`src/rtl/upsample_pkg.sv`:
```
// Shared definitions for the 2x upsampler sequencer and its sibling downsampler controller.
// Contents:
//   state_e    - sequencer states (idle, two live-pixel phases, line-buffer replay, done)
//   *_DEF      - default image geometry and pixel width
//   OUT_*_DEF  - output geometry derived from the defaults
//   out_dim()  - output dimension for a given input dimension
package upsample_pkg;

    typedef enum logic [2:0] {
        StIdle,
        StEmitA,
        StEmitB,
        StReplay,
        StDone
    } state_e;

    localparam int unsigned DATA_W_DEF = 8;
    localparam int unsigned IN_W_DEF   = 800;
    localparam int unsigned IN_H_DEF   = 600;

    localparam int unsigned OUT_W_DEF  = 2 * IN_W_DEF;
    localparam int unsigned OUT_H_DEF  = 2 * IN_H_DEF;

    function automatic int unsigned out_dim(input int unsigned n);
        return 2 * n;
    endfunction

endpackage

```
`src/rtl/upsample_pos_cnt.sv`:
```
// Output position tracker: column/row counter pair.
// Ports:
//   clk, rst         - clock, synchronous active-high reset
//   clr              - clear both counters to zero
//   inc              - advance the column by one
//   wrap             - return the column to zero (takes priority over inc)
//   row_inc          - advance the row by one
//   col, row         - current position
//   last_col         - column is at LAST_COL
//   last_row         - row is at LAST_ROW
module upsample_pos_cnt #(
    parameter int unsigned CNT_W    = 11,
    parameter int unsigned LAST_COL = 1599,
    parameter int unsigned LAST_ROW = 1199
) (
    input  logic             clk,
    input  logic             rst,
    input  logic             clr,
    input  logic             inc,
    input  logic             wrap,
    input  logic             row_inc,
    output logic [CNT_W-1:0] col,
    output logic [CNT_W-1:0] row,
    output logic             last_col,
    output logic             last_row
);

    logic [CNT_W-1:0] col_q;
    logic [CNT_W-1:0] row_q;

    always_ff @(posedge clk) begin
        if (rst || clr) begin
            col_q <= '0;
            row_q <= '0;
        end else begin
            if (wrap) begin
                col_q <= '0;
            end else if (inc) begin
                col_q <= col_q + CNT_W'(1);
            end
            if (row_inc) begin
                row_q <= row_q + CNT_W'(1);
            end
        end
    end

    assign col      = col_q;
    assign row      = row_q;
    assign last_col = (col_q == CNT_W'(LAST_COL));
    assign last_row = (row_q == CNT_W'(LAST_ROW));

endmodule

```
`src/rtl/upsample_sched.sv`:
```
// Sequencer feeding a 2x image upsampler from an FWFT pixel FIFO.
// Each popped pixel is sent twice (horizontal duplicate); every live row is followed by a row of
// replay strobes during which the upsampler's line buffer supplies the vertical duplicate.
// Ports:
//   clk, rst                 - clock, synchronous active-high reset
//   start                    - one-cycle pulse, starts a frame when idle
//   busy, frame_done         - frame in progress / one-cycle completion pulse
//   fifo_empty, fifo_dout    - FWFT FIFO status and head pixel
//   fifo_rd_en               - pop the FIFO head
//   out_ready                - downstream accepts a pixel this cycle
//   us_valid, us_din         - pixel strobe and data to the upsampler
//   us_replay                - strobe is served from the line buffer
//   row, col                 - current output position
//   stall_cycles             - stall cycle count, present only with UPSAMPLE_SCHED_STALL_CNT_EN
module upsample_sched
    import upsample_pkg::*;
#(
    parameter int unsigned DATA_W = DATA_W_DEF,
    parameter int unsigned IN_W   = IN_W_DEF,
    parameter int unsigned IN_H   = IN_H_DEF,
    parameter int unsigned CNT_W  = 11
) (
    input  logic              clk,
    input  logic              rst,
    input  logic              start,
    output logic              busy,
    output logic              frame_done,
    input  logic              fifo_empty,
    input  logic [DATA_W-1:0] fifo_dout,
    output logic              fifo_rd_en,
    input  logic              out_ready,
    output logic              us_valid,
    output logic [DATA_W-1:0] us_din,
    output logic              us_replay,
    output logic [CNT_W-1:0]  row,
    output logic [CNT_W-1:0]  col
`ifdef UPSAMPLE_SCHED_STALL_CNT_EN
    ,
    output logic [31:0]       stall_cycles
`endif
);

    state_e            state_q;
    logic [DATA_W-1:0] pix_q;
    logic              xfer;
    logic              last_col;
    logic              last_row;
    logic              row_inc;

    // Strobes are decoded straight from state so a pixel moves in the cycle it is offered.
    always_comb begin
        us_valid   = 1'b0;
        fifo_rd_en = 1'b0;
        us_replay  = 1'b0;
        us_din     = '0;
        unique case (state_q)
            StEmitA: begin
                us_valid   = !fifo_empty && out_ready;
                us_din     = fifo_dout;
                fifo_rd_en = !fifo_empty && out_ready;
            end
            StEmitB: begin
                us_valid = out_ready;
                us_din   = pix_q;
            end
            StReplay: begin
                us_valid  = out_ready;
                us_replay = 1'b1;
            end
            default: ;
        endcase
        // Nothing may leave or be popped while reset is held.
        if (rst) begin
            us_valid   = 1'b0;
            fifo_rd_en = 1'b0;
            us_replay  = 1'b0;
        end
    end

    assign xfer = us_valid && out_ready;

    // The last replay strobe of the last row leaves row alone; DONE clears both counters.
    assign row_inc = xfer && last_col && !((state_q == StReplay) && last_row);

    upsample_pos_cnt #(
        .CNT_W    (CNT_W),
        .LAST_COL (out_dim(IN_W) - 1),
        .LAST_ROW (out_dim(IN_H) - 1)
    ) u_pos_cnt (
        .clk      (clk),
        .rst      (rst),
        .clr      (state_q == StDone),
        .inc      (xfer),
        .wrap     (xfer && last_col),
        .row_inc  (row_inc),
        .col      (col),
        .row      (row),
        .last_col (last_col),
        .last_row (last_row)
    );

    always_ff @(posedge clk) begin
        if (rst) begin
            state_q <= StIdle;
            pix_q   <= '0;
        end else begin
            unique case (state_q)
                StIdle: begin
                    if (start) state_q <= StEmitA;
                end
                StEmitA: begin
                    if (xfer) begin
                        pix_q   <= fifo_dout;
                        state_q <= StEmitB;
                    end
                end
                StEmitB: begin
                    if (xfer) state_q <= last_col ? StReplay : StEmitA;
                end
                StReplay: begin
                    if (xfer && last_col) state_q <= last_row ? StDone : StEmitA;
                end
                StDone: begin
                    state_q <= StIdle;
                end
                default: begin
                    state_q <= StIdle;
                end
            endcase
        end
    end

    assign busy       = (state_q != StIdle);
    assign frame_done = (state_q == StDone);

`ifdef UPSAMPLE_SCHED_STALL_CNT_EN
    logic [31:0] stall_q;
    logic        stall_hit;

    // Starved and back-pressured in the same cycle still counts as one stall cycle.
    assign stall_hit = ((state_q == StEmitA) && fifo_empty) ||
                       ((state_q inside {StEmitA, StEmitB, StReplay}) && !out_ready);

    always_ff @(posedge clk) begin
        if (rst) begin
            stall_q <= '0;
        end else if ((state_q == StIdle) && start) begin
            stall_q <= '0;
        end else if (stall_hit && (stall_q != 32'hFFFF_FFFF)) begin
            stall_q <= stall_q + 32'd1;
        end
    end

    assign stall_cycles = stall_q;
`endif

endmodule

```
`config.mk`:
```
export PLATFORM = sky130hd
export DESIGN_NAME = upsample_sched
export DESIGN_NICKNAME = d
export VERILOG_FILES = /design/src/rtl/upsample_pkg.sv /design/src/rtl/upsample_pos_cnt.sv /design/src/rtl/upsample_sched.sv
export SDC_FILE = /design/constraint.sdc
export NUM_CORES = 1
export LEC_CHECK = 0
export ABC_CLOCK_PERIOD_IN_PS = 2400
export CORE_MARGIN = 1
export CORE_UTILIZATION = 48
export CTS_CLUSTER_DIAMETER = 120
export DETAILED_ROUTE_END_ITERATION = 12
export PLACE_DENSITY = 0.79
export SYNTH_ARGS = -nofsm -noshare
export SYNTH_HDL_FRONTEND = slang
export SYNTH_SLANG_ARGS = --single-unit
```
`constraint.sdc`:
```
create_clock -name clk -period 2.4 [get_ports clk]
set_clock_uncertainty 0.05 [all_clocks]
set_input_delay 0.72 -clock clk [delete_from_list [all_inputs] [get_ports clk]]
set_output_delay 0.72 -clock clk [all_outputs]
set_load 0.05 [all_outputs]
```
==> results of run 1 <==
==> routing by layer <==
layer | global-route usage (%) | vias up
met2 | 39.9 | 45
met3 | 5.29 | 7
met5 | 0 | -
met4 | 9.88 | 0
li1 | - | 904
met1 | 32.3 | 846
==> what timing repair did <==
action	4_1_cts	5_1_grt
pin swaps	2	2
resized for setup	8	4
hold buffers	0	0
setup endpoints to repair	11	10
==> cell type report <==
type / instances / area, um2
Tap cell: 46 / 57.6
Multi-Input combinational cell: 158 / 1100
Inverter: 6 / 22.5
Sequential cell: 33 / 662
Timing Repair Buffer: 67 / 744
Fill cell: 264 / 777
Clock buffer: 8 / 80.1
==> registers in the layout, summed over array words and instances (netlist names) <==
| signal | flops |
|---|---|
| u_pos_cnt.col | 11 |
| u_pos_cnt.row | 11 |
| pix_q | 8 |
| state_q | 3 |
==> cells by family (layout without fill, tap and decap cells) <==
| logic type | count (synthesis) | in the layout | synth area share (%) |
|---|---|---|---|
| AND/OR/NAND/NOR | 91 | 91 | 29.5 |
| XOR/XNOR | 4 | 4 | 1.96 |
| adder cells (fa/ha/maj) | 2 | 2 | 1.40 |
| buffers and inverters | 17 | 81 | 4.06 |
| AO/OA/AOI/OAI | 46 | 46 | 17.7 |
| flip-flops | 33 | 33 | 37.0 |
| multiplexers | 15 | 15 | 8.41 |
==> where the power goes <==
group          switching (uW)  internal, uW  total, uW
clock                     186           206        392
combinational            97.3          89.5        187
sequential               7.12           553        560
total                     291           848       1140
==> placed cells by master (no fill, tap or decap), types with 3 or more instances in the layout <==
cell and instances:
or4_1 4, nor2_1 11, clkdlybuf4s50_1 28, o2111ai_1 3, buf_4 22, nor4_1 4
clkbuf_8 5, inv_1 4, or3_1 14, and4_1 4, mux2i_1 15, xnor2_1 3
nand3_1 5, dfxtp_1 32, nor2_2 8, buf_12 13, clkbuf_1 3, a21oi_1 11
a22oi_1 7, o21ai_0 6, nand2_1 19, dlygate4sd2_1 3, o31ai_1 3, nand3b_1 3
nand4_1 3
==> critical path: stages <==
cell             delay [ps]
clkdlybuf4s50_1         490
a22oi_1                  80
nor2_2                  150
buf_12                  150
==> final timing paths <==
kind	depth (start not counted)	slack (ps)	to	from
worst max-delay path	4	30	us_din[1]	fifo_dout[1]
worst min-delay path	2	440	u_pos_cnt.col[1]	u_pos_cnt.col[1]
worst max register to register	5	520	u_pos_cnt.col[7]	state_q[2]
worst min register to register	2	440	u_pos_cnt.col[1]	u_pos_cnt.col[1]
==> metrics by stage <==
step	util [%]	worst slack (ps)	TNS [ps]	instances
floorplan	-	7.71	0	208
CTS	77.0	16.3	0	318
finish	77.4	33.9	0	318
global placement	74.5	-214	-1280	310
global route	77.4	0.601	0	318
detailed placement	74.5	-198	-1460	310
==> impl_metrics.json, run 1 <==
{
  "synth_cell_types": 41,
  "synth_flop_cell": "dfxtp_1",
  "grt_pass1_vias": 1607,
  "yosysTopAreaCell": "dfxtp_1",
  "fin_area_mm2": 0.00267,
  "netlist_top_cells_area": "dfxtp_1 37%, mux2i_1 8.4%, or3_1 4.9%, nor2_1 4.2%, nand2_1 4.0%",
  "port_buffers": 47,
  "drtIter0Drc": 100,
  "die_area_mm2": 0.00397,
  "synth-async-reset-ratio_pct": 0,
  "powerDensity_mw_per_mm2": 427,
  "endpoint_kind": "primary output",
  "worstPathArrival_ps": 1600,
  "grt_overflow": 0,
  "antenna_found_initial": 0,
  "die_w_um": 63.0,
  "core_mm2": 0.00344,
  "finalHoldViolCount": 0,
  "grt_max_degree": 20,
  "clock_latency_ps": 280,
  "layout-drive-gt1-share_pct": 22.4,
  "worstPathMaxFanout": 2,
  "placedInstanceArea_mm2": 0.00256,
  "io_pins": 48,
  "rows": 21,
  "min_path_type": "reg2reg",
  "max_cap_viol_count": 0,
  "setup_viol": 0,
  "period_share_pct": 98.6,
  "routed_wl_mm": 4.71,
  "cts_buffers": 5,
  "maxClockFrequency_mhz": 423,
  "slew_viol_final": 0,
  "post-cts-setup-buffer-count": 0,
  "power_uw": 1140,
  "top_layer": "met4",
  "cts.clk_slew.worst_paths_ps": 60,
  "yosysWarnings": 0,
  "drc_errors": 0,
  "syn-num-nets": 223,
  "ant_nets": 0,
  "cts_root_buf": "clkbuf_8",
  "wl_per_cell_um": 14.8,
  "yosys_register_bits": 33,
  "initial_core_util_pct": 51.9,
  "wl_met1_mm": 2.26,
  "synthToLayoutAreaGrowth_pct": 49.3,
  "vias_per_cell": 5.67,
  "tightestPinTransition_ps": 521,
  "antenna_cells": 0,
  "vias": 1802,
  "netlist_area_mm2": 0.00179,
  "grt_pass1_wl_mm": 7.71,
  "synth_edf_count": 0,
  "synth_cells": 208,
  "grt.total_usage_pct": 24.9,
  "cts.sinks": 33,
  "cts_tree": "done",
  "path_class": "in2out",
  "h-tree-depth": 2,
  "outcome": "complete, no violations",
  "cp-start-kind": "input port",
  "met3_wirelength_um": 183,
  "synth_top_cells_by_count": "33 x dfxtp_1, 20 x nor2_1, 19 x nand2_1, 15 x mux2i_1, 14 x or3_1",
  "nets": 286,
  "dp_hpwl_mm": 3.32,
  "firstDrtPassIters": 4,
  "fin_crit_ps": 2370,
  "place_congestion": 0.915,
  "wl_met2_mm": 2.20,
  "ir_drop_uv": 325,
  "hold_ws_ps": 441,
  "syn_avg_cell_area_um2": 8.58,
  "maxSlewHeadroom_pct": 65.2,
  "synth_top_area_share_pct": 37.0,
  "die_h_um": 63.0,
  "critPathRequiredTime_ps": 1630,
  "leakagePower_uw": 0.00102,
  "clockBufferDepth": 2,
  "yosysMostFrequentCell": "dfxtp_1",
  "rsz0062_at_grt": "false",
  "ys_seq_area_share_pct": 37.0
}
(Power assumes the default switching activity.)
==> run 2: changes to the inputs <==
- CTS_CLUSTER_SIZE: unset -> 12
==> results of run 2 <==
Final layout, timing and power as in run 1 (identical DEF).
==> run 3: changes to the inputs <==
- CTS_CLUSTER_DIAMETER: 120 -> unset
==> results of run 3 <==
Final layout, timing and power as in run 1 (identical DEF).
